===== src/rtl/data_mem_arbiter_pkg.sv =====
// Shared types and helpers for the data memory arbiter: FSM state encoding,
// access size and port index constants, and read-byte reassembly.
package mem_arb_pkg;

  typedef enum logic [0:0] {
    ARB       = 1'b0,
    DMA_BURST = 1'b1
  } arb_state_t;

  localparam logic SIZE_BYTE = 1'b0;
  localparam logic SIZE_HALF = 1'b1;

  localparam int unsigned PORT_CPU = 0;
  localparam int unsigned PORT_DMA = 1;

  // Rebuild the 16-bit read word from the two bank bytes. Byte reads are
  // zero-extended; the processor does its own sign extension.
  function automatic logic [15:0] assemble_rdata(input logic       half,
                                                 input logic       a0,
                                                 input logic [7:0] even_b,
                                                 input logic [7:0] odd_b);
    logic [15:0] word;
    word = 16'h0000;
    if (half == SIZE_HALF) begin
      if (a0) word = {even_b, odd_b};
      else    word = {odd_b, even_b};
    end else begin
      if (a0) word = {8'h00, odd_b};
      else    word = {8'h00, even_b};
    end
    return word;
  endfunction

endpackage


===== src/rtl/data_mem_arbiter_bank_steer.sv =====
// Byte-to-bank steering for one granted access: computes bank word addresses,
// write bytes and write enables, and reassembles read bytes from the registered
// read context.
module bank_steer #(
  parameter int unsigned ADDR_WIDTH = 17
) (
  input  logic                  en_i,
  input  logic                  we_i,
  input  logic                  half_i,
  input  logic [ADDR_WIDTH:0]   addr_i,
  input  logic [15:0]           wdata_i,
  output logic                  even_we_o,
  output logic                  odd_we_o,
  output logic [ADDR_WIDTH-1:0] even_addr_o,
  output logic [ADDR_WIDTH-1:0] odd_addr_o,
  output logic [7:0]            even_wdata_o,
  output logic [7:0]            odd_wdata_o,
  input  logic                  rd_half_i,
  input  logic                  rd_a0_i,
  input  logic [7:0]            even_rdata_i,
  input  logic [7:0]            odd_rdata_i,
  output logic [15:0]           rdata_o
);
  import mem_arb_pkg::*;

  localparam logic [ADDR_WIDTH-1:0] ADDR_ONE = {{(ADDR_WIDTH-1){1'b0}}, 1'b1};

  logic                  a0_s;
  logic                  even_touch_s;
  logic                  odd_touch_s;
  logic [ADDR_WIDTH-1:0] word_s;

  // Map the byte address onto the banks; an odd halfword spills its high
  // byte into the even bank at the next word, wrapping at the top.
  always_comb begin
    a0_s         = addr_i[0];
    word_s       = addr_i[ADDR_WIDTH:1];
    odd_addr_o   = word_s;
    even_addr_o  = word_s;
    even_wdata_o = 8'h00;
    odd_wdata_o  = 8'h00;
    if (a0_s) even_addr_o = word_s + ADDR_ONE;
    else      even_addr_o = word_s;
    even_touch_s = (half_i == SIZE_HALF) | ~a0_s;
    odd_touch_s  = (half_i == SIZE_HALF) | a0_s;
    case ({half_i, a0_s})
      2'b00: begin even_wdata_o = wdata_i[7:0];  odd_wdata_o = 8'h00;         end
      2'b01: begin even_wdata_o = 8'h00;         odd_wdata_o = wdata_i[7:0];  end
      2'b10: begin even_wdata_o = wdata_i[7:0];  odd_wdata_o = wdata_i[15:8]; end
      2'b11: begin even_wdata_o = wdata_i[15:8]; odd_wdata_o = wdata_i[7:0];  end
      default: begin even_wdata_o = 8'h00;       odd_wdata_o = 8'h00;         end
    endcase
    even_we_o = en_i & we_i & even_touch_s;
    odd_we_o  = en_i & we_i & odd_touch_s;
  end

  // Steer the bank read bytes back into a word using the captured context.
  always_comb begin
    rdata_o = assemble_rdata(rd_half_i, rd_a0_i, even_rdata_i, odd_rdata_i);
  end

endmodule


===== src/rtl/data_mem_arbiter.sv =====
// Two-port arbiter for the even/odd byte-banked data memory: round-robin
// between the processor and the DMA engine with a bounded DMA burst lock,
// byte/halfword steering and one-cycle read responses.
module data_mem_arbiter #(
  parameter int unsigned ADDR_WIDTH = 17,
  parameter int unsigned MAX_BURST  = 16
) (
  input  logic                  clk,
  input  logic                  reset,
  input  logic [1:0]            req_i,
  input  logic [1:0]            we_i,
  input  logic [1:0]            size_i,
  input  logic [ADDR_WIDTH:0]   addr0_i,
  input  logic [ADDR_WIDTH:0]   addr1_i,
  input  logic [15:0]           wdata0_i,
  input  logic [15:0]           wdata1_i,
  input  logic                  dma_lock_i,
  output logic [1:0]            gnt_o,
  output logic                  stall_cpu_o,
  output logic [1:0]            rvalid_o,
  output logic [15:0]           rdata_o,
  output logic                  even_we_o,
  output logic                  odd_we_o,
  output logic [ADDR_WIDTH-1:0] even_addr_o,
  output logic [ADDR_WIDTH-1:0] odd_addr_o,
  output logic [7:0]            even_wdata_o,
  output logic [7:0]            odd_wdata_o,
  input  logic [7:0]            even_rdata_i,
  input  logic [7:0]            odd_rdata_i
);
  import mem_arb_pkg::*;

  localparam int unsigned CNT_W = $clog2(MAX_BURST + 1);
  localparam logic [CNT_W-1:0] CNT_ZERO = {CNT_W{1'b0}};
  localparam logic [CNT_W-1:0] CNT_ONE  = CNT_W'(1);
  localparam logic [CNT_W-1:0] CNT_MAX  = CNT_W'(MAX_BURST);
  localparam logic [ADDR_WIDTH-1:0] ADDR_ZERO = {ADDR_WIDTH{1'b0}};

  arb_state_t            state_q, state_d;
  logic                  last_dma_q, last_dma_d;
  logic [CNT_W-1:0]      beat_cnt_q, beat_cnt_d;
  logic [1:0]            rvalid_q, rvalid_d;
  logic                  rd_half_q, rd_half_d;
  logic                  rd_a0_q, rd_a0_d;
  logic [ADDR_WIDTH-1:0] even_addr_q, even_addr_d;
  logic [ADDR_WIDTH-1:0] odd_addr_q, odd_addr_d;

  logic [1:0]            gnt_s;
  logic                  any_gnt_s;
  logic                  acc_we_s;
  logic                  acc_half_s;
  logic [ADDR_WIDTH:0]   acc_addr_s;
  logic [15:0]           acc_wdata_s;
  logic [ADDR_WIDTH-1:0] st_even_addr_s;
  logic [ADDR_WIDTH-1:0] st_odd_addr_s;
  logic [15:0]           rd_word_s;

  // Grant decision: round-robin on ties in ARB, DMA-only while a burst holds.
  always_comb begin
    gnt_s = 2'b00;
    if (reset) begin
      gnt_s = 2'b00;
    end else begin
      case (state_q)
        ARB: begin
          case (req_i)
            2'b01:   gnt_s = 2'b01;
            2'b10:   gnt_s = 2'b10;
            2'b11:   gnt_s = last_dma_q ? 2'b01 : 2'b10;
            default: gnt_s = 2'b00;
          endcase
        end
        DMA_BURST: gnt_s = req_i[PORT_DMA] ? 2'b10 : 2'b00;
        default:   gnt_s = 2'b00;
      endcase
    end
  end

  // Burst tracking: enter on a locked DMA grant, leave on unlock, idle DMA or cap.
  always_comb begin
    state_d    = state_q;
    last_dma_d = last_dma_q;
    beat_cnt_d = beat_cnt_q;
    case (state_q)
      ARB: begin
        if (gnt_s != 2'b00) last_dma_d = gnt_s[PORT_DMA];
        else                last_dma_d = last_dma_q;
        if (gnt_s[PORT_DMA] && dma_lock_i && (MAX_BURST > 1)) begin
          state_d    = DMA_BURST;
          beat_cnt_d = CNT_ONE;
        end else begin
          state_d    = ARB;
          beat_cnt_d = CNT_ZERO;
        end
      end
      DMA_BURST: begin
        last_dma_d = 1'b1;
        if (gnt_s[PORT_DMA]) begin
          beat_cnt_d = beat_cnt_q + CNT_ONE;
          if (!dma_lock_i || (beat_cnt_d == CNT_MAX)) begin
            state_d    = ARB;
            beat_cnt_d = CNT_ZERO;
          end else begin
            state_d = DMA_BURST;
          end
        end else begin
          state_d    = ARB;
          beat_cnt_d = CNT_ZERO;
        end
      end
      default: begin
        state_d    = ARB;
        beat_cnt_d = CNT_ZERO;
      end
    endcase
  end

  // Select the winning port's access fields.
  always_comb begin
    any_gnt_s = |gnt_s;
    if (gnt_s[PORT_DMA]) begin
      acc_addr_s  = addr1_i;
      acc_wdata_s = wdata1_i;
      acc_we_s    = we_i[PORT_DMA];
      acc_half_s  = size_i[PORT_DMA];
    end else begin
      acc_addr_s  = addr0_i;
      acc_wdata_s = wdata0_i;
      acc_we_s    = we_i[PORT_CPU];
      acc_half_s  = size_i[PORT_CPU];
    end
  end

  bank_steer #(
    .ADDR_WIDTH(ADDR_WIDTH)
  ) u_steer (
    .en_i         (any_gnt_s),
    .we_i         (acc_we_s),
    .half_i       (acc_half_s),
    .addr_i       (acc_addr_s),
    .wdata_i      (acc_wdata_s),
    .even_we_o    (even_we_o),
    .odd_we_o     (odd_we_o),
    .even_addr_o  (st_even_addr_s),
    .odd_addr_o   (st_odd_addr_s),
    .even_wdata_o (even_wdata_o),
    .odd_wdata_o  (odd_wdata_o),
    .rd_half_i    (rd_half_q),
    .rd_a0_i      (rd_a0_q),
    .even_rdata_i (even_rdata_i),
    .odd_rdata_i  (odd_rdata_i),
    .rdata_o      (rd_word_s)
  );

  // Hold bank addresses across idle cycles and capture the read context.
  always_comb begin
    rvalid_d = {gnt_s[PORT_DMA] & ~we_i[PORT_DMA], gnt_s[PORT_CPU] & ~we_i[PORT_CPU]};
    if (any_gnt_s) begin
      even_addr_d = st_even_addr_s;
      odd_addr_d  = st_odd_addr_s;
      rd_half_d   = acc_half_s;
      rd_a0_d     = acc_addr_s[0];
    end else begin
      even_addr_d = even_addr_q;
      odd_addr_d  = odd_addr_q;
      rd_half_d   = rd_half_q;
      rd_a0_d     = rd_a0_q;
    end
  end

  // Drive the externally visible outputs; reset forces them quiet.
  always_comb begin
    gnt_o       = gnt_s;
    stall_cpu_o = req_i[PORT_CPU] & ~gnt_s[PORT_CPU];
    if (reset) begin
      even_addr_o = ADDR_ZERO;
      odd_addr_o  = ADDR_ZERO;
      rvalid_o    = 2'b00;
      rdata_o     = 16'h0000;
    end else begin
      even_addr_o = even_addr_d;
      odd_addr_o  = odd_addr_d;
      rvalid_o    = rvalid_q;
      if (rvalid_q != 2'b00) rdata_o = rd_word_s;
      else                   rdata_o = 16'h0000;
    end
  end

  // State and read-context registers with synchronous reset.
  always_ff @(posedge clk) begin
    if (reset) begin
      state_q     <= ARB;
      last_dma_q  <= 1'b1;
      beat_cnt_q  <= CNT_ZERO;
      rvalid_q    <= 2'b00;
      rd_half_q   <= 1'b0;
      rd_a0_q     <= 1'b0;
      even_addr_q <= ADDR_ZERO;
      odd_addr_q  <= ADDR_ZERO;
    end else begin
      state_q     <= state_d;
      last_dma_q  <= last_dma_d;
      beat_cnt_q  <= beat_cnt_d;
      rvalid_q    <= rvalid_d;
      rd_half_q   <= rd_half_d;
      rd_a0_q     <= rd_a0_d;
      even_addr_q <= even_addr_d;
      odd_addr_q  <= odd_addr_d;
    end
  end

endmodule


===== config.mk =====
export PLATFORM = sky130hd
export DESIGN_NAME = data_mem_arbiter
export DESIGN_NICKNAME = d
export VERILOG_FILES = /design/src/rtl/data_mem_arbiter_pkg.sv /design/src/rtl/data_mem_arbiter_bank_steer.sv /design/src/rtl/data_mem_arbiter.sv
export SDC_FILE = /design/constraint.sdc
export NUM_CORES = 1
export LEC_CHECK = 0
export CAP_MARGIN = 20
export CORE_MARGIN = 3
export CORE_UTILIZATION = 40
export CTS_CLUSTER_DIAMETER = 100
export DETAILED_ROUTE_END_ITERATION = 7
export PLACE_DENSITY = 0.9
export REMOVE_ABC_BUFFERS = 1
export SLEW_MARGIN = 10
export SYNTH_ARGS = -nofsm -noshare
export SYNTH_HDL_FRONTEND = slang
export SYNTH_HIERARCHICAL = 1
export SYNTH_SLANG_ARGS = --single-unit

===== constraint.sdc =====
create_clock -name clk -period 6 [get_ports clk]
set_clock_uncertainty 0.2 [all_clocks]
set_input_delay 1.8 -clock clk [delete_from_list [all_inputs] [get_ports clk]]
set_output_delay 1.8 -clock clk [all_outputs]
set_load 0.01 [all_outputs]

# Word level (Yosys, flattened, before mapping)
# Index checks and enable logic that the tools add are counted.
# totals
reg_bits,45
latch_bits,0
ram_bits,0
romBits,0
out_inout_bits,73
elab_cells,72
n_memories,0
# classes
addsub,2
multipliers,0
div,0
magnitude_cmp,0
eq_ne,8
n_shift,0
muxes,32
bitwise_logic,13
reduce_logical,9
# ops
op,count
2-to-1 mux 17 bit,5
2-to-1 mux 16 bit,5
case mux 8 bit (3 select lines),2
2-to-1 mux 18 bit,1
"adder 17 x 1 -> 17 bit, second input constant",1
2-to-1 mux 5 bit,2
case mux 5 bit (2 select lines),1
"equality test 2 bit, second input constant",4
2-to-1 mux 2 bit,4
2-to-1 mux 8 bit,1
2-to-1 mux 1 bit,7
bitwise AND 1 bit,6
case mux 2 bit (3 select lines),1
OR reduction 2 bit,3
"adder 5 x 1 -> 5 bit, second input constant",1
"equality test 5 bit, second input constant",1
inverter 1 bit,5
"equality test 2 x 1 -> 1 bit, second input constant",2
case mux 1 bit (2 select lines),2
case mux 2 bit (2 select lines),1
nonzero test 2 bit,2
zero test 2 bit,1
"!= test 2 bit, second input constant",1
bitwise OR 1 bit,2
3 further kinds,3

# Depth between registers and ports, before layout
# Gate-level depths: netlist (run 1).
# depth
word_depth,9
depth_mapped,13

# By module
# Netlist (run 1), hierarchy kept.
# by_module_without_submodules
module,instances,cells_each,area_per_inst_um2,seq_area_each_um2
data_mem_arbiter,1,335,2214.6,900.9
bank_steer,1,150,959.7,0.0

# Least setup slack after synthesis (run 1)
# No wires, ideal clock.
# synth_timing
path_kind,input to output
start,input port req_i[1]
end,output port even_addr_o[16]
t_arrival_ns,3.801
t_required_ns,4.000
path_slack_ns,0.199
path_stages,13
n_path_buf,2
cell_sequence,nor2b_1 -> o21ai_1 -> inv_1 -> buf_2 -> buf_2 -> nand2_1 -> nand2_1 -> ha_1 -> nand4_2 -> nor4_2 -> xor2_1 -> nand2_1 -> a21oi_1
# synth_via
elab_chain_cells,9
# synth_lines
element,line_no,rtl
start: declaration,data_mem_arbiter.sv:10,"input logic [1:0] req_i,"
equality test 2 bit / equality test 2 x 1 -> 1 bit (equally long branches),data_mem_arbiter.sv:66,case (req_i)
case mux 2 bit (3 select lines),data_mem_arbiter.sv:66,
case mux 2 bit (2 select lines) (*),data_mem_arbiter.sv:64,case (state_q)
2-to-1 mux 2 bit (*),data_mem_arbiter.sv:61,if (reset) begin
2-to-1 mux 18 bit (*),data_mem_arbiter.sv:121,if (gnt_s[PORT_DMA]) begin
named net acc_addr_s[1],data_mem_arbiter.sv:52,logic [ADDR_WIDTH:0] acc_addr_s;
adder 17 x 1 -> 17 bit (*),data_mem_arbiter_bank_steer.sv:42,if (a0_s) even_addr_o = word_s + ADDR_ONE;
2-to-1 mux 17 bit (*),data_mem_arbiter_bank_steer.sv:42,
named net st_even_addr_s[16],data_mem_arbiter.sv:54,logic [ADDR_WIDTH-1:0] st_even_addr_s;
2-to-1 mux 17 bit (*),data_mem_arbiter.sv:158,if (any_gnt_s) begin
2-to-1 mux 17 bit (*),data_mem_arbiter.sv:175,if (reset) begin
end: declaration,data_mem_arbiter.sv:24,"output logic [ADDR_WIDTH-1:0] even_addr_o,"
# The timed path passes the listed nets; every way through them passes the cells marked *.

# Worst setup path in the final report (run 1)
# layout_timing
start,input port reset
end,output port even_addr_o[12]
# layout_via
elab_chain_cells,6
# layout_lines
element,line_no,rtl
start: declaration,data_mem_arbiter.sv:9,"input logic reset,"
2-to-1 mux 2 bit,data_mem_arbiter.sv:61,
2-to-1 mux 18 bit,data_mem_arbiter.sv:121,
named net acc_addr_s[2],data_mem_arbiter.sv:52,
adder 17 x 1 -> 17 bit,data_mem_arbiter_bank_steer.sv:42,
2-to-1 mux 17 bit,data_mem_arbiter_bank_steer.sv:42,
named net st_even_addr_s[12],data_mem_arbiter.sv:54,
2-to-1 mux 17 bit,data_mem_arbiter.sv:158,
2-to-1 mux 17 bit,data_mem_arbiter.sv:175,
# The timed path passes the listed nets, and every way through them passes these cells.

==> qor.yml, run 1 <==
layout_min_cycle_time_ps: 6025
diodes: 0
critPathMaxFanout: 4
postCtsHoldBufs: 0
area_growth_pct: 75.84
io_buffers: 165
cp-end-kind: "output port"
required_ps: 4000
cts_tree: "done"
initial_core_util_pct: 42.40
die-area_mm2: 0.009040
worst-path-buf-inv: 5
dieWidth_um: 95.08
cts_sinks: 45
clock_latency_ps: 320
cpMaxStageDelayCell: "dlygate4sd2_1"
final_cells: 781
powerDensity_mw_per_mm2: 174.9
std_cell_rows: 31
violations: "setup timing"
critPathLaunchType: "input port"
avgSynthCellArea_um2: 6.545
finalInstanceArea_mm2: 0.005582
antenna_found_initial: 0
grt_max_degree: 43
clkTransAtPathRegs_ps: 100
reg2reg_slack_ps: 3480
num_vias: 4110
drv_slew: 0
worst_path_largest_cell_delay_ps: 300
yosys_register_bits: 45
status: "finished with violations"
max-vdd-ir-drop_uv: 181.6
cp.arrival_ps: 4020
first_iter_violations: 358
fin_crit_sh_pct: 100.4
yosysSeqAreaShare_pct: 28.38
place_congestion: 0.9097
grt_pass1_vias: 3933
syn-cell-area_mm2: 0.003174
coreArea_mm2: 0.007486
htreeDepth: 2
dp.cells: 748
cts_buffer_depth: 2
postSynthCellCount: 485
fmax_mhz: 166.0
layout-drive-gt1-share_pct: 20.97
drv_cap: 0
cts_buffers: 5
n_fill_cell: 498
firstDrtPassIters: 7
nNetsFinal: 776
num_io_pins: 166
via_per_inst: 5.262
path_cells: "buf_2, nor2b_4, o21ai_4, inv_2, buf_6, nand2_2, nand2_4, ha_4, nand4_4, buf_4, nor3_4, xor2_1, nand2_1, a21oi_1, dlygate4sd2_1"
grt_pass1_wl_um: 18950
placed_area_mm2: 0.005015
tightest_slew_ps: 806.1
die_y_um: 95.08
dp_hpwl_um: 8528
root_buffer: "clkbuf_8"
ant_nets: 0
worst_slack_ps: -24.84
finalSetupViolCount: 3
p_leak_nw: 2.470
gr-usage-all-layers_pct: 26.71
postLayoutCoreUtil_pct: 74.56
crit_type: "in -> out"
wl_per_cell_um: 17.13
cp_top_family: "buffers and inverters"
remaining_drc_errors: 0
routed_wl_um: 13380
hp-class: "reg -> reg"
ys_types: 36
overflow: 0
max_slew_margin_pct: 46.19
hold_viol: 0
ys_warn_count: 6
## cell usage after synthesis
cell / instances / area (µm²)
mux2i_1: 8 / 80.08
xor2_1: 15 / 131.4
a21oi_1: 39 / 195.2
nand4_2: 1 / 12.51
or3_1: 1 / 6.260
mux2_2: 9 / 101.4
clkinv_4: 1 / 8.760
buf_1: 1 / 3.750
nand4_1: 6 / 37.54
nor4_2: 2 / 25.02
nand2b_4: 1 / 13.76
ha_1: 2 / 25.02
a22oi_1: 1 / 7.510
dfxtp_1: 45 / 900.9
inv_1: 15 / 56.30
nor4_1: 3 / 18.77
buf_8: 1 / 15.01
nand4_4: 1 / 21.27
xnor2_1: 3 / 26.28
buf_2: 17 / 85.08
or4_1: 1 / 7.510
nor2b_1: 11 / 68.82
o21ai_0: 10 / 50.05
buf_6: 2 / 22.52
o21ai_1: 7 / 35.03
and2_1: 17 / 106.4
a311oi_2: 2 / 30.03
nor3_1: 4 / 20.02
clkbuf_1: 8 / 30.03
buf_4: 17 / 127.6
nor3b_1: 1 / 7.510
nand3_1: 11 / 55.05
nand2_1: 204 / 765.7
nand4b_1: 1 / 8.760
a21o_1: 1 / 7.510
nor2_1: 16 / 60.06
## placed cells by master (no fill, tap or decap), drive strengths merged, types with 8 or more instances in the layout
| cell | instances |
|---|---|
| mux2i | 8 |
| mux2 | 9 |
| nand4 | 8 |
| nor2b | 11 |
| xor2 | 15 |
| buf | 74 |
| nor2 | 16 |
| inv | 16 |
| and2 | 17 |
| clkdlybuf4s50 | 145 |
| nand2 | 204 |
| a21oi | 39 |
| dfxtp | 45 |
| o21ai | 17 |
| nand3 | 11 |
| dlygate4sd2 | 8 |
| clkbuf | 9 |
## metrics by stage
| stage | setup slack, ps | power [mW] | hold slack, ps | setup TNS, ps |
|---|---|---|---|---|
| floorplan | -1697 | 0.4610 | 254.1 | -59630 |
| global placement | -633.4 | 0.6447 | 248.5 | -12080 |
| detailed placement | -808.6 | 0.6544 | 255.0 | -17030 |
| CTS | 16.86 | 0.9472 | 267.9 | 0 |
| global route | -87.22 | 1.012 | 294.2 | -340.8 |
| finish | -24.84 | 0.9760 | 265.0 | -39.83 |
## power breakdown
group	total [mW]	leakage [nW]	internal (mW)	switching [mW]
sequential	0.326	0.369	0.316	0.0104
clock	0.287	0.0687	0.168	0.119
combinational	0.363	2.03	0.190	0.173
## worst min-delay path, delay by kind of cell (launching register included)
family	cells	cell delay (ps)
compound gates	1	70
flops	1	310
simple gates	1	40
## routing by layer
metal,GRT usage [%],vias up,wire [µm]
li1,-,1925,-
met1,29.21,1871,4768
met2,49.04,248,6742
met3,4.341,66,1135
met4,13.94,0,734
met5,0,-,0
## state kept, by name (all words and copies together) (netlist names)
name,count
beat_cnt_q,5
last_dma_q,1
even_addr_q,17
rd_half_q,1
rvalid_q,2
rd_a0_q,1
state_q,1
odd_addr_q,17
## cells by family (layout without fill, tap and decap cells)
logic type | Yosys count | count (layout) | synth area share, %
buffers and inverters | 62 | 259 | 11.00
AND/OR/NAND/NOR | 281 | 281 | 38.90
XOR/XNOR | 18 | 18 | 4.967
AO/OA/AOI/OAI | 60 | 60 | 10.25
flip-flops | 45 | 45 | 28.38
multiplexers | 17 | 17 | 5.716
adder cells (fa/ha/maj) | 2 | 2 | 0.7882
## path summary, 6_finish.rpt
path,start,to,cells after the start
min,even_addr_q[0],even_addr_q[0],2
max reg2reg,state_q,even_addr_q[14],13
min reg2reg,even_addr_q[0],even_addr_q[0],2
max,reset,even_addr_o[12],15
## repair_timing
item	in CTS	in global routing
endpoints found under the hold margin	0	0
gates cloned	2	0
setup endpoints to repair	47	16
pin swaps	17	17
setup buffers	10	13
resized for setup	78	28
## final cells by class
cell class                      count  area (µm²)  share of cell area, %
Sequential cell                    45       900.9                  16.14
Multi-Input combinational cell    378        2143                  38.40
Inverter                           16       65.06                  1.166
Tap cell                           99       123.9                  2.219
Clock inverter                      3       68.82                  1.233
Timing Repair Buffer              235        2211                  39.61
Clock buffer                        5       68.82                  1.233
Note: power is estimated with default switching activity, not from simulation.
==> run 2: changes to the inputs <==
GPL_TIMING_DRIVEN = 0   (was not set)
clock period = 6.4 ns   (was 6 ns; I/O delays follow)
==> run 2 against run 1 <==
  * The flow still finishes with violations (setup timing)
  * Sequential share of layout area grew 0.095 points
  * Worst hold slack lost 3.0 ps
  * Global-route usage shrank 2.4 points
  * Sequential power shrank 6.4%
  * Register-to-register slack gained 190 ps
  * Setup slack gained 18 ps
  * Die area is the same
  * Wire length shrank 8.5%
  * First-iteration DRC count shrank 25%
  * Clock power shrank 9.1%
  * Largest power group unchanged
==> qor.yml, run 2 (synthesis gave the netlist of run 1 again) <==
status: "finished with violations"  # unchanged
violations: "setup timing"  # unchanged
cts_tree: "done"  # unchanged
required_ps: 4280  # was 4000 ps
routed_wl_um: 12240  # was 13380 µm
fin_crit_sh_pct: 100.1
reg2reg_depth: 14  # was 13
ant_nets: 0  # unchanged
powerDensity_mw_per_mm2: 162.4  # was 174.9 mW/mm²
hold_start: "odd_addr_q[14]"  # was even_addr_q[0]
hp-class: "reg -> reg"  # unchanged
multi_input_area_mm2: 0.002172  # was 0.002143 mm²
finalSetupViolCount: 1  # was 3
layout_common_cells: "181 x nand2_1, 140 x clkdlybuf4s50_1, 45 x dfxtp_1"  # was 187 x nand2_1, 145 x clkdlybuf4s50_1, 58 x buf_4
dieWidth_um: 95.08  # unchanged
die-area_mm2: 0.009040  # unchanged
drv_slew: 0  # unchanged
dp_hpwl_um: 7906  # was 8528 µm
initial_core_util_pct: 42.40  # unchanged
cts_buffer_depth: 2  # unchanged
critPathMaxFanout: 22  # was 4
tightest_slew_ps: 791.3  # was 806.1 ps
postCtsHoldBufs: 0  # unchanged
area_growth_pct: 74.81  # was 75.84%
p_total_mw: 0.9013  # was 0.9760 mW
num_io_pins: 166  # unchanged
p_leak_nw: 2.422  # was 2.470 nW
clock_latency_ps: 300  # was 320 ps
via_per_inst: 5.266  # was 5.262
final_common_cell: "nand2_1"  # unchanged
worst_path_largest_cell_delay_ps: 300  # about the same
grt_pass1_vias: 3756  # was 3933
postLayoutCoreUtil_pct: 74.13  # was 74.56%
gr-usage-all-layers_pct: 24.26  # was 26.71%
cp_top_family: "buffers and inverters"  # unchanged
clkTransAtPathRegs_ps: 90  # was 100 ps
cp.depth: 16  # was 15
worst-path-buf-inv: 7  # was 5
path_cells: "buf_16, nor2b_4, o21ai_4, buf_16, clkinvlp_4, buf_6, buf_12, nand2_1, nand2_2, nand4_1, buf_6, nor4_4, xor2_1, nand2_1, a21oi_2, buf_2"  # was buf_2, nor2b_4, o21ai_4, inv_2, buf_6, nand2_2, nand2_4, ha_4, nand4_4, buf_4, nor3_4, xor2_1, nand2_1, a21oi_1, dlygate4sd2_1
coreArea_mm2: 0.007486  # unchanged
n_fill_cell: 535  # was 498
cpMaxStageDelayCell: "nor4_4"  # was dlygate4sd2_1
layout_min_cycle_time_ps: 6407
die_y_um: 95.08  # unchanged
worst_slack_ps: -6.628  # was -24.84 ps
remaining_drc_errors: 0  # unchanged
layout-drive-gt1-share_pct: 18.94  # was 20.97%
drv_cap: 0  # unchanged
htreeDepth: 2  # unchanged
antenna_found_initial: 0  # unchanged
firstDrtPassIters: 6  # was 7
wl_per_cell_um: 16.13  # was 17.13 µm
crit_type: "in -> out"  # unchanged
cts_sinks: 45  # unchanged
r2r-start: "state_q"  # unchanged
max_slew_margin_pct: 47.17  # was 46.19%
std_cell_rows: 31  # unchanged
first_iter_violations: 267  # was 358
cp-end-kind: "output port"  # unchanged
grt_pass1_wl_um: 17410  # was 18950 µm
critPathLaunchType: "input port"  # unchanged
hold_viol: 0  # unchanged
num_vias: 3997  # was 4110
max-vdd-ir-drop_uv: 139.2  # was 181.6 µV
cts_buffers: 5  # unchanged
cp.arrival_ps: 4290  # was 4020 ps
nNetsFinal: 754  # was 776
crit_start: "reset"  # unchanged
grt_max_degree: 44  # was 43
ff_latch_area_um2: 900.9  # unchanged
diodes: 0  # unchanged
place_congestion: 0.8540  # was 0.9097
hold_depth: 2  # unchanged
fmax_mhz: 156.1
io_buffers: 165  # unchanged
top_regs: "even_addr_q (17), odd_addr_q (17), beat_cnt_q (5)"  # unchanged
overflow: 0  # unchanged
root_buffer: "clkbuf_8"  # unchanged
[run 2: cell types whose count changed in the layout (fill, tap and decap cells not counted), moves of 4 or more]
| cell | delta |
|---|---|
| buf_16 | +4 |
| buf_4 | -24 |
| clkdlybuf4s50_1 | -5 |
| nand2_1 | -6 |
| nand2_4 | +7 |
[run 2: cell type report]
class	instances	area share, %
multi-input cells	378	39.14
repair buffers	213	38.67
flip-flops and latches	45	16.23
well taps	99	2.232
clock buffers	5	1.240
clock inverters	3	1.240
inverters	16	1.240
[run 2: worst register-to-register path, delay by kind of cell, from the launching register on]
family	cells	cell delay, ps
DFF	1	400
buffers and inverters	5	700
and+or+nand+nor	6	920
AOI/OAI and AO/OA	2	240
xor gates and xnor gates	1	200
[run 2: repair_timing]
item / in CTS / in global routing
endpoints found under the setup margin: 53 / 34
resized for setup: 95 / 28
cloned: 1 / 2
setup buffers: 25 / 16
pin swaps: 22 / 21
[run 2: routing by layer]
| metal | routed length (µm) | vias up | GRT usage [%] |
|---|---|---|---|
| li1 | - | 1879 | - |
| met1 | 4673 | 1871 | 28.00 |
| met2 | 6324 | 198 | 44.84 |
| met3 | 842 | 49 | 3.631 |
| met4 | 400 | 0 | 8.894 |
| met5 | 0 | - | 0 |
[run 2: power breakdown]
group / total (mW) / internal, mW / switching, mW
Combinational: 0.335 / 0.177 / 0.158
Clock: 0.261 / 0.157 / 0.104
Sequential: 0.305 / 0.296 / 0.00906
[run 2: path summary, 6_finish.rpt]
kind,end,slack [ps]
hold reg to reg,odd_addr_q[14],260
setup reg to reg,even_addr_q[14],3670
hold / removal,odd_addr_q[14],260
setup / recovery,even_addr_o[14],-7
[run 2: through the flow]
stage	instance area [µm²]	cells	worst slack [ps]	setup TNS (ps)	hold WS (ps)
after floorplan	2890	439	-1537	-51280	254.1
after global placement	4666	703	-5063	-305710	247.0
after detailed placement	4770	707	-1742	-49030	250.0
after CTS	5321	741	23.69	0	261.6
after global routing	5549	759	-156.2	-269.9	287.6
final	5549	759	-6.628	-6.628	262.1
==> run 3: changes to the inputs <==
GPL_ROUTABILITY_DRIVEN = 0   (was not set)
==> results of run 3 <==
The final DEF is identical to that of run 2; final timing and power are the same.
